<file path="src/rtl/inst_fetch_queue.sv">
// Instruction fetch front end: owns the PC, issues one request at a time to the
// instruction cache, buffers returned words in a small FIFO for the decoder and
// handles back-end redirects, including discarding a miss that was already in flight.
//
// state    | meaning
// ---------+------------------------------------------------------------------
// ST_RUN   | normal fetch; responses are pushed into the queue
// ST_DROP  | a redirect hit a miss in flight; the stale response is discarded
//          | and no fetch is issued until the cache reports ready again
module inst_fetch_queue #(
  parameter int                    ADDR_WIDTH = 32,
  parameter int                    DATA_WIDTH = 32,
  parameter int                    DEPTH      = 4,
  parameter logic [ADDR_WIDTH-1:0] RESET_PC   = '0
) (
  input  logic                  clk,
  input  logic                  rst,
  // cache request port
  output logic                  o_ce,
  output logic [ADDR_WIDTH-1:0] o_pc,
  // cache response port
  input  logic                  i_cache_ready,
  input  logic                  i_cache_valid,
  input  logic [ADDR_WIDTH-1:0] i_cache_addr,
  input  logic [DATA_WIDTH-1:0] i_cache_data,
  // redirect from the back end
  input  logic                  i_redirect,
  input  logic [ADDR_WIDTH-1:0] i_redirect_pc,
  // decoder port
  output logic                  o_valid,
  output logic [ADDR_WIDTH-1:0] o_addr,
  output logic [DATA_WIDTH-1:0] o_inst,
  input  logic                  i_dec_ready
);

  localparam int PTR_W = $clog2(DEPTH);
  localparam int CNT_W = PTR_W + 1;
  localparam logic [CNT_W-1:0] FULL_CNT = CNT_W'(DEPTH);
  localparam logic [ADDR_WIDTH-1:0] PC_STEP = ADDR_WIDTH'(4);

  typedef enum logic {
    ST_RUN  = 1'b0,
    ST_DROP = 1'b1
  } state_t;

  state_t state_q, state_d;

  logic [ADDR_WIDTH-1:0] pc;
  logic [ADDR_WIDTH-1:0] addr_mem [DEPTH];
  logic [DATA_WIDTH-1:0] inst_mem [DEPTH];
  logic [PTR_W-1:0]      head;
  logic [PTR_W-1:0]      tail;
  logic [CNT_W-1:0]      count;

  logic drop;
  logic not_full;
  logic push;
  logic pop;

  // Drop-state register
  always_ff @(posedge clk) begin
    if (rst) begin
      state_q <= ST_RUN;
    end else begin
      state_q <= state_d;
    end
  end

  // Drop-state next-state logic; a redirect during a drop keeps the drop armed
  // because the old miss is still owed by the cache.
  always_comb begin
    state_d = state_q;
    case (state_q)
      ST_RUN: begin
        if (i_redirect && !i_cache_ready) begin
          state_d = ST_DROP;
        end
      end
      ST_DROP: begin
        if (!i_redirect && i_cache_ready) begin
          state_d = ST_RUN;
        end
      end
      default: state_d = ST_RUN;
    endcase
  end

  // Request/response/decoder handshakes; o_ce deliberately ignores the response
  // and decoder-ready inputs so no combinational path loops through the cache.
  always_comb begin
    drop     = (state_q == ST_DROP);
    not_full = (count < FULL_CNT);
    o_ce     = !rst && i_cache_ready && !drop && !i_redirect && not_full;
    o_pc     = pc;
    push     = i_cache_valid && !drop && !i_redirect;
    o_valid  = !rst && (count != '0) && !i_redirect;
    o_addr   = addr_mem[head];
    o_inst   = inst_mem[head];
    pop      = o_valid && i_dec_ready;
  end

  // Program counter: redirect wins, otherwise advance on every accepted word
  always_ff @(posedge clk) begin
    if (rst) begin
      pc <= RESET_PC;
    end else if (i_redirect) begin
      pc <= i_redirect_pc;
    end else if (push) begin
      pc <= pc + PC_STEP;
    end
  end

  // Queue storage write; entries need no reset since count gates visibility
  always_ff @(posedge clk) begin
    if (!rst && push) begin
      addr_mem[tail] <= i_cache_addr;
      inst_mem[tail] <= i_cache_data;
    end
  end

  // Queue pointers and occupancy; a redirect flushes everything
  always_ff @(posedge clk) begin
    if (rst || i_redirect) begin
      head  <= '0;
      tail  <= '0;
      count <= '0;
    end else begin
      if (push) begin
        tail <= tail + PTR_W'(1);
      end
      if (pop) begin
        head <= head + PTR_W'(1);
      end
      case ({push, pop})
        2'b10:   count <= count + CNT_W'(1);
        2'b01:   count <= count - CNT_W'(1);
        default: count <= count;
      endcase
    end
  end

endmodule

</file>
<file path="config.mk">
export PLATFORM = sky130hd
export DESIGN_NAME = inst_fetch_queue
export DESIGN_NICKNAME = d
export VERILOG_FILES = /design/src/rtl/inst_fetch_queue.sv
export SDC_FILE = /design/constraint.sdc
export NUM_CORES = 1
export LEC_CHECK = 0
export CORE_AREA = 4 4 161 163
export DETAILED_ROUTE_END_ITERATION = 16
export DIE_AREA = 0 0 165 167
export HOLD_SLACK_MARGIN = 0.03
export PLACE_DENSITY = 0.72
export SYNTH_ARGS = -nofsm -noshare
export SYNTH_HDL_FRONTEND = slang
export SYNTH_SLANG_ARGS = --single-unit
</file>
<file path="constraint.sdc">
create_clock -name clk -period 4.3 [get_ports clk]
set_input_delay 1.29 -clock clk [delete_from_list [all_inputs] [get_ports clk]]
set_output_delay 1.29 -clock clk [all_outputs]
set_load 0.01 [all_outputs]
</file>
Word-level counts from Yosys, hierarchy flattened
Memory sizes are Yosys's and may differ from the RTL's. A register that Yosys moved wholly into a read port is not among the register bits.
Index checks and enable logic that the tools add are counted.
- reductions and logical operators: 20
- $add $sub $neg: 5
- equality and inequality tests: 2
- mux-type cells: 12
- $lt $le $gt $ge: 1
- bitwise gates (word level): 1
- operators by type and width (operator ; count):
    $mux W32 ; 2
    $add A32 B3 Y32 const B ; 1
    $logic_and A1 B1 Y1 ; 12
    $mux W2 ; 4
    $pmux W3 S2 ; 1
    $add A2 B1 Y2 const B ; 2
    $logic_not A1 Y1 ; 4
    $mux W1 ; 4
    $reduce_bool A2 Y1 ; 2
    $add A3 B1 Y3 const B ; 1
    $lt A3 B3 Y1 const B ; 1
    $reduce_bool A3 Y1 ; 1
    $sub A3 B1 Y3 const B ; 1
    $eq A2 B1 Y1 const B ; 1
    $eq A2 B2 Y1 const B ; 1
    $pmux W1 S2 ; 1
    $logic_or A1 B1 Y1 ; 1
    $not A1 Y1 ; 1
- logic and storage cells: 48
- bits in registers: 40
- output and inout bits: 98
- memories: 2
- input bits: 102
- bits in writable memories: 256
- memory list (name ; depth ; width ; rd ports ; clocked after Yosys merged registers in ; wr ports ; RTL line ; text):
    addr_mem ; 4 ; 32 ; 1 ; 1 ; 1 ; 49 ; logic [ADDR_WIDTH-1:0] addr_mem [DEPTH];
    inst_mem ; 4 ; 32 ; 1 ; 1 ; 1 ; 50 ; logic [DATA_WIDTH-1:0] inst_mem [DEPTH];

Depth between registers and ports, before layout
Gate-level depths: netlist (run 1).
- depth in word-level cells: 6
- depth in mapped cells: 9
- gate-level depth less buffers: 8

Least setup slack after synthesis (run 1)
Ideal clock, no wire load.
- path type: input-to-reg
- start point: in rst
- end point: mem addr_mem[0][0] (enable)
- data required time: 3871 ps
- arrival: 3797 ps
- setup slack: 74 ps
- setup time: 429 ps
- buffers on the path: 2
- cell stages on the path: 4
- path through: clkbuf_1 nor4b_1 clkbuf_1 and2_1
- word-level cells in the longest chain between the ends: 4
- RTL lines (element ; RTL line ; text):
    start, declared ; 17 ; input logic rst,
    $logic_not A1 Y1 ; 115 ; if (!rst && push) begin
    $logic_and A1 B1 Y1 ; 115 ;
    $mux W1 ; 115 ;
    $mux W1 (not written as such) ; 116 ; addr_mem[tail] <= i_cache_addr;
    end, declared ; 49 ;
No other way between the ends.

Worst setup path in the final report (run 1)
- start point: in rst
- end point: out o_ce
- word-level cells in the longest chain between the ends: 5
- RTL lines (element ; RTL line ; text):
    $logic_not A1 Y1 ; 93 ; o_ce = !rst && i_cache_ready && !drop && !i_redirect && not_full;
    $logic_and A1 B1 Y1 (4 in a row) ; 93 ;
    end, declared ; 19 ; output logic o_ce,
No other way between the ends.

==> impl_metrics.toml, run 1 <==
[worst_setup_path]
max_stage_delay_ns = 0.59
r2r-end = "o_pc[26]"
crit_buf_inv = 2
reg2reg_from = "o_pc[2]"
endpoint_kind = "output pin"
rrSetupSlack_ns = 1.95
crit_chain = "clkdlybuf4s50_1 -> or2_2 -> nor4b_1 -> clkdlybuf4s50_1"
worstPathRequired_ns = 3.01
cp-start-kind = "input pin"
cp.depth = 4
slowest_stage = "clkdlybuf4s50_1"
cpMostUsedCell = "clkdlybuf4s50_1"
crit_type = "in2out"
crit_arrival_ns = 2.92
crit_family = "buffers and inverters"
r2r_cells = 5
crit_path_max_fanout = 2

[worst_hold_path]
min_from = "tail[0]"
hold_end = "tail[0]"
hold_class = "reg2reg"
hold_depth = 2

[grt]
grtUsageTotal = 0.1865
grt_antenna_before_repair = 0
groute.layer.met3.usage = 0.04301
met2_usage = 0.3033
use_met1 = 0.2611
first_global_vias = 7120
grt_pass1_wl_um = 40340
grt-ovfl-total = 0
grt_max_degree = 47
top_usage_layer = "met2"

[finish]
syn_to_final_growth_pct = 30.44
instances_no_fill = 1201
fin_nets = 964
drive_gt1_frac = 0.1642
antennaDiodeCount = 0

[floorplanning]
core_mm2 = 0.02432
io_pins = 200
die_w_um = 165
die-area_mm2 = 0.02756
fp-row-count = 57
chipHeight_um = 167
start_util = 0.4769

[sta]
tightest_slew_ns = 0.7232
setup_viol = 0
layout_min_cycle_time_ns = 4.206
rsz0062_at_grt = "no"
post-route-period-util = 0.9781
finalSetupTns_ns = 0
finClkSkew_ns = 0.01393
finalHoldViolCount = 0
drv_slew = 0
max_freq_mhz = 237.8
slew_headroom = 0.5134

[logic_synthesis]
yosysUniqueCellTypes = 45
syn-num-nets = 742
synth_top_area_share = 0.6628
yosys_warnings = 0
seq_area_frac_synth = 0.7353
avgSynthCellArea_um2 = 18.32
ys_ff_latch = 298
netlist_area_mm2 = 0.01160
yosysTopAreaCell = "edfxtp_1"
synth_top_flop_cell = "edfxtp_1"
syn_inst = 633
async_reset_ff_frac = 0
synth.most_common_cell = "edfxtp_1"
synth_common_cells = "256 x edfxtp_1, 64 x mux4_2, 42 x dfxtp_1, 37 x nor2_1, 22 x clkbuf_1"
synth_edf_count = 256
ys_top_cells_by_area = "edfxtp_1 66%, mux4_2 12%, dfxtp_1 7.2%, nor2_1 1.2%, a311oi_1 0.98%"

[clock_tree]
post_cts_resized = 0
post_cts_buffers = 0
clock_path_buffers = 3
cts.sinks = 298
cts_tree = "built"
cts_made_buffers = 29
hold_buffers = 0
cts_root_buffer = "clkbuf_16"
cts.htree.levels = 1
path_clk_slew_ns = 0.06
clk_latency_ns = 0.53

[drt]
wl_um = 25620
drtIter0Drc = 574
ant_nets = 0
post_drt_wl_per_cell_um = 21.33
via_per_inst = 5.591
drcViolationCount = 0
num_vias = 6715
first_pass_iters = 5

[placed_design]
hpwl_um = 17010
dp.cells = 1148
port_buffers = 199
gp_congestion = 0.8492

[outcome]
status = "completed"

[pwr]
ir_drop_uv = 275.4
powerDensity_mw_per_mm2 = 404.6
p_leak_nw = 4.790

[run]
cap_violations = 0
-- logic make-up (layout without fill, tap and decap cells) --
group           count (synthesis)  after routing  share of synthesized area
flops                         298            298                     0.7353
simple gates                  142            142                    0.06688
mux                            67             67                     0.1269
compound gates                 60             60                    0.03711
buf+inv                        45            289                    0.01510
xor+xnor                       14             14                    0.01057
fa+ha+maj                       7              7                   0.008198
-- per-stage QoR --
step / cell area, um^2 / setup WS (ns) / utilization / hold slack [ns] / total power [mW]
6_report: 15130 / 0.09396 / 0.6221 / 0.4971 / 6.122
5_1_grt: 15130 / 0.01362 / 0.6221 / 0.5384 / 6.356
4_1_cts: 15130 / 0.06845 / 0.6221 / 0.4982 / 6.178
3_5_place_dp: 14160 / 0.08533 / 0.5821 / 0.4897 / 3.635
3_3_place_gp: 14160 / 0.09493 / 0.5821 / 0.4860 / 3.621
2_1_floorplan: 11600 / 0.07415 / - / 0.4658 / 3.395
-- worst max-delay path by stage --
stage	startpoint	end	slack, ns
3_3_place_gp	rst	o_ce	0.09
2_1_floorplan	rst	addr_mem[0][0]	0.07
5_1_grt	rst	o_ce	0.01
6_report	rst	o_ce	0.09
3_5_place_dp	rst	o_ce	0.09
4_1_cts	rst	o_ce	0.07
-- worst min-delay path, cell delays in order (launching register included) --
cell and delay, ns:
dfxtp_1 0.34, nand2_1 0.06, a21oi_1 0.05
-- registers in the layout (all words and copies together), names as in the netlist, named ones only --
| name | count |
|---|---|
| o_pc | 32 |
| count | 3 |
| tail | 2 |
| drop | 1 |
| inst_mem | 128 |
| head | 2 |
| addr_mem | 128 |
-- cell usage in the layout, fill, tap and decap left out, drive strengths merged, types with 2 or more instances in the layout --
cell / synthesis / layout
and2: 8 / 8
a211oi: 8 / 8
buf: 12 / 26
mux4: 64 / 64
a31oi: 4 / 4
and3: 2 / 2
o21a: 3 / 3
clkdlybuf4s50: 0 / 199
or3: 6 / 6
xnor2: 7 / 7
or4: 13 / 13
nand3: 15 / 15
clkinvlp: 0 / 2
a21oi: 8 / 8
dfxtp: 42 / 42
nor4: 5 / 5
bufinv: 0 / 4
xor2: 7 / 7
a311oi: 13 / 13
ha: 6 / 6
o211ai: 4 / 4
clkinv: 0 / 9
edfxtp: 256 / 256
and4: 5 / 5
nand4: 16 / 16
mux2i: 3 / 3
inv: 11 / 12
nor2: 37 / 37
nor3: 3 / 3
clkbuf: 22 / 37
nor2b: 2 / 2
o31ai: 9 / 9
nand2: 21 / 21
nor4b: 3 / 3
o21ai: 7 / 7
a2111oi: 2 / 2
-- metal layers --
layer | wire [um] | up-vias
met2 | 12580 | 312
met3 | 2168 | 33
met5 | 0 | -
li1 | - | 3042
met1 | 10460 | 3328
met4 | 414 | 0
-- power by group --
| part | switching (mW) | internal, mW |
|---|---|---|
| Combinational | 0.150 | 0.199 |
| Clock | 1.02 | 1.53 |
| Sequential | 0.0444 | 3.18 |
-- layout make-up --
type                            instances  area [um^2]
Fill cell                            1720         9190
Tap cell                              324        405.4
Clock buffer                           37        785.8
Multi-Input combinational cell        290         2912
Sequential cell                       298         8536
Timing Repair Buffer                  225         2262
Inverter                               11        41.29
Clock inverter                         16        187.7
(Power assumes the default switching activity.)
==> run 2, diff against run 1 <==
GPL_TIMING_DRIVEN = 0   (was default)
==> run 2 against run 1 <==
Compared with the run above:
- combinational power hardly changed
- critical path type unchanged
- largest power group unchanged
- final cell count is 0.83% higher
- worst hold slack better by 0.0013 ns
==> impl_metrics.toml, run 2 (synthesized netlist as in run 1, its figures left out) <==
[outcome]
status = "completed"

[finish]
final_util = 0.6180
syn_to_final_growth_pct = 29.59
drive_gt1_frac = 0.1387
instances_no_fill = 1211
fin_nets = 975
antennaDiodeCount = 0
mostFrequentLayoutCells = "256 x edfxtp_1, 197 x clkdlybuf4s50_1, 64 x mux4_2"
layout_commonest_cell = "edfxtp_1"

[placed_design]
dp.cells = 1159
gp_congestion = 0.8840
port_buffers = 198
hpwl_um = 16580

[worst_hold_path]
hold_end = "o_pc[0]"
hold_class = "reg2reg"
min_from = "o_pc[0]"
hold_depth = 2

[floorplanning]
core_mm2 = 0.02432
io_pins = 200
fp-row-count = 57
die_w_um = 165
chipHeight_um = 167
start_util = 0.4769
die-area_mm2 = 0.02756

[drt]
first_pass_iters = 4
drtIter0Drc = 478
wl_um = 25720
ant_nets = 0
drcViolationCount = 0
post_drt_wl_per_cell_um = 21.24
via_per_inst = 5.601
num_vias = 6783

[pwr]
p_leak_nw = 4.721
powerDensity_mw_per_mm2 = 396.3
power.total_mw = 5.956
ir_drop_uv = 274.2

[sta]
layout_min_cycle_time_ns = 4.177
rsz0062_at_grt = "no"
whs_ns = 0.4984
setup_viol = 0
max_freq_mhz = 239.4
finalHoldViolCount = 0
drv_slew = 0
slew_headroom = 0.4679
tightest_slew_ns = 0.7870
finalSetupTns_ns = 0
finClkSkew_ns = 0.009332
post-route-period-util = 0.9714

[clock_tree]
cts.htree.levels = 1
cts_root_buffer = "clkbuf_16"
clock_path_buffers = 3
post_cts_resized = 10
path_clk_slew_ns = 0.06
cts_made_buffers = 30
hold_buffers = 0
cts.sinks = 298
cts_tree = "built"
clk_latency_ns = 0.54
post_cts_buffers = 0

[worst_setup_path]
rrSetupSlack_ns = 1.66
endpoint_kind = "output pin"
crit_arrival_ns = 2.89
crit_path_max_fanout = 10
r2r_cells = 4
crit_type = "in2out"
worstPathRequired_ns = 3.01
reg2reg_from = "drop"
cp-start-kind = "input pin"
r2r-end = "inst_mem[2][31]"

[run]
cap_violations = 0

[grt]
grt-ovfl-total = 0
grt_pass1_wl_um = 40030
grt_max_degree = 56
grtUsageTotal = 0.1848
first_global_vias = 7114
grt_antenna_before_repair = 0
[run 2: cell type report]
class,instances,area [um^2]
plain buffers,33,152.6
clock buffers,41,813.3
clock inverters,12,76.32
fillers,1771,9289
inverters,11,41.29
multi-input cells,290,2923
flip-flops and latches,298,8528
well taps,324,405.4
repair buffers,202,2091
[run 2: stage by stage]
| step | area (um^2) | setup slack [ns] |
|---|---|---|
| finish | 15030 | 0.1230 |
| floorplan | 11600 | 0.07415 |
| global placement | 13990 | -1.862 |
| CTS | 15030 | -0.03766 |
| global route | 15030 | 0.0009615 |
| detailed placement | 14110 | -0.5971 |
[run 2: power breakdown]
| group | total [mW] | internal, mW | switching (mW) |
|---|---|---|---|
| combinational | 0.348 | 0.195 | 0.153 |
| clock | 2.38 | 1.37 | 1.01 |
| sequential | 3.23 | 3.18 | 0.0426 |
[run 2: routing by layer]
| metal | vias up | track usage | wire length (um) |
|---|---|---|---|
| met5 | - | 0 | 0 |
| met4 | 0 | 0.03436 | 326 |
| met3 | 24 | 0.04152 | 1933 |
| met2 | 259 | 0.3038 | 12500 |
| met1 | 3442 | 0.2577 | 10960 |
| li1 | 3058 | - | - |
[run 2: how the worst max path moves through the flow]
stage / start / endpoint / slack (ns) / cells past startpoint
floorplan: rst / addr_mem[0][0] / 0.07 / 4
global placement: i_redirect / inst_mem[1][11] / -1.86 / 4
detailed placement: i_redirect / o_ce / -0.60 / 5
CTS: flop / o_addr[26] / -0.04 / 4
global route: flop / o_inst[8] / 0.001 / 4
finish: i_redirect / o_ce / 0.12 / 4
[run 2: worst max-delay path: stages]
cell and delay (ns):
dlygate4sd2_1 0.32, or2_4 0.33, nor4b_4 0.34, clkdlybuf4s50_1 0.60
==> run 3, diff against run 2 <==
PLACE_DENSITY = 0.76   (was 0.72)
==> run 3 against run 2 <==
Compared with the run above:
- sequential power hardly changed
- count of clock-buffer cells in the layout fell by 8
- first-iteration DRC count up 6.7%
- setup slack lost 0.027 ns
- global-route usage down 0.38 points
- design area up 0.94%
- register-to-register slack improved by 0.08 ns
- total power increased by 4.0%
- critical path depth unchanged
- critical path type unchanged
==> impl_metrics.toml, run 3 (synthesized netlist as in run 1, its figures left out) <==
[clock_tree]
cts.sinks = 298
cts_root_buffer = "clkbuf_16"
cts.htree.levels = 1
path_clk_slew_ns = 0.06
post_cts_buffers = 0
cts_made_buffers = 30
hold_buffers = 0
cts_tree = "built"
clk_latency_ns = 0.53
clock_path_buffers = 3

[worst_setup_path]
endpoint_kind = "output pin"
cp-start-kind = "input pin"
max_stage_delay_ns = 0.60
rrSetupSlack_ns = 1.74
crit_arrival_ns = 2.91
crit_buf_inv = 2
crit_end = "o_ce"
r2r_cells = 4
reg2reg_from = "drop"
cp.depth = 4
crit_family = "buffers and inverters"
r2r-end = "inst_mem[1][21]"
crit_type = "in2out"
crit_path_max_fanout = 10
startpoint = "i_redirect"
slowest_stage = "clkdlybuf4s50_1"
crit_chain = "dlygate4sd2_1 -> or2_4 -> nor4b_2 -> clkdlybuf4s50_1"
worstPathRequired_ns = 3.01

[floorplanning]
die_w_um = 165
fp-row-count = 57
io_pins = 200
start_util = 0.4769
core_mm2 = 0.02432
die-area_mm2 = 0.02756
chipHeight_um = 167

[outcome]
status = "completed"

[sta]
post-route-period-util = 0.9776
tightest_slew_ns = 0.7813
drv_slew = 0
finalSetupTns_ns = 0
max_freq_mhz = 237.9
slew_headroom = 0.4718
finalHoldViolCount = 0
rsz0062_at_grt = "no"
finClkSkew_ns = 0.01020
setup_viol = 0
layout_min_cycle_time_ns = 4.204

[grt]
first_global_vias = 7161
grt_antenna_before_repair = 3
grtUsageTotal = 0.1811
grt-ovfl-total = 0
grt_max_degree = 54
grt_pass1_wl_um = 39540

[pwr]
ir_drop_uv = 244.8
power.total_mw = 6.195
p_leak_nw = 4.768
powerDensity_mw_per_mm2 = 408.3

[finish]
fin_nets = 975
layout_commonest_cell = "edfxtp_1"
syn_to_final_growth_pct = 30.81
fin_area_mm2 = 0.01517
drive_gt1_frac = 0.1464
mostFrequentLayoutCells = "256 x edfxtp_1, 197 x clkdlybuf4s50_1, 64 x mux4_2"

[run]
cap_violations = 0

[drt]
drcViolationCount = 0
drtIter0Drc = 510
num_vias = 6792
wl_um = 25040
post_drt_wl_per_cell_um = 20.62
first_pass_iters = 5
ant_nets = 0
via_per_inst = 5.595

[placed_design]
gp_congestion = 0.9148
port_buffers = 198
postPlaceCellArea_mm2 = 0.01411
hpwl_um = 16300

[worst_hold_path]
hold_class = "reg2reg"
==> run 3: worst min-delay path by stage <==
stage | startpoint | end | slack, ns | depth (start not counted)
after floorplan | tail[0] | tail[0] | 0.47 | 2
after global placement | tail[0] | tail[0] | 0.48 | 2
after detailed placement | tail[0] | tail[0] | 0.49 | 2
after CTS | tail[0] | tail[0] | 0.50 | 2
after global routing | tail[0] | tail[0] | 0.52 | 2
final | tail[0] | tail[0] | 0.49 | 2
==> run 3: stage by stage <==
stage	hold slack, ns	util	worst slack (ns)	std cells
after global placement	0.4819	0.5751	-1.842	1155
after CTS	0.4955	0.6236	0.02860	1212
after floorplan	0.4658	-	0.07415	633
final	0.4948	0.6239	0.09635	1214
after detailed placement	0.4872	0.5800	-0.5183	1159
after global routing	0.5219	0.6237	0.007088	1212
==> run 3: layer usage <==
layer	global-route usage	routed length (um)
met5	0	21
met4	0.04014	403
met3	0.05314	2542
met2	0.2923	12150
met1	0.2459	9921
==> run 3: worst register-to-register path: stages (launching register included) <==
cell      delay [ns]
dfxtp_1         0.39
nor4b_1         0.69
clkbuf_1        0.41
and2_4          0.42
buf_16          0.32
==> run 3: cell type report <==
type	instances	area [um^2]
repair buffers	202	2091
well taps	324	405.4
clock inverters	21	225.2
clock buffers	33	783.3
fillers	1739	9148
flip-flops and latches	298	8528
plain buffers	33	176.4
diodes	2	5.005
multi-input cells	290	2917
inverters	11	41.29
==> run 3: power by group <==
part           switching [mW]  internal, mW  leakage, nW
Combinational           0.151         0.195         1.62
Sequential             0.0434          3.18         2.66
Clock                    1.02          1.60        0.493
Total                    1.22          4.98         4.77
==> run 3: what timing repair did <==
| action | CTS | global route |
|---|---|---|
| endpoints found under the setup margin | 60 | 1 |
| gates resized for setup | 16 | 1 |
| pin swaps | 1 | 0 |
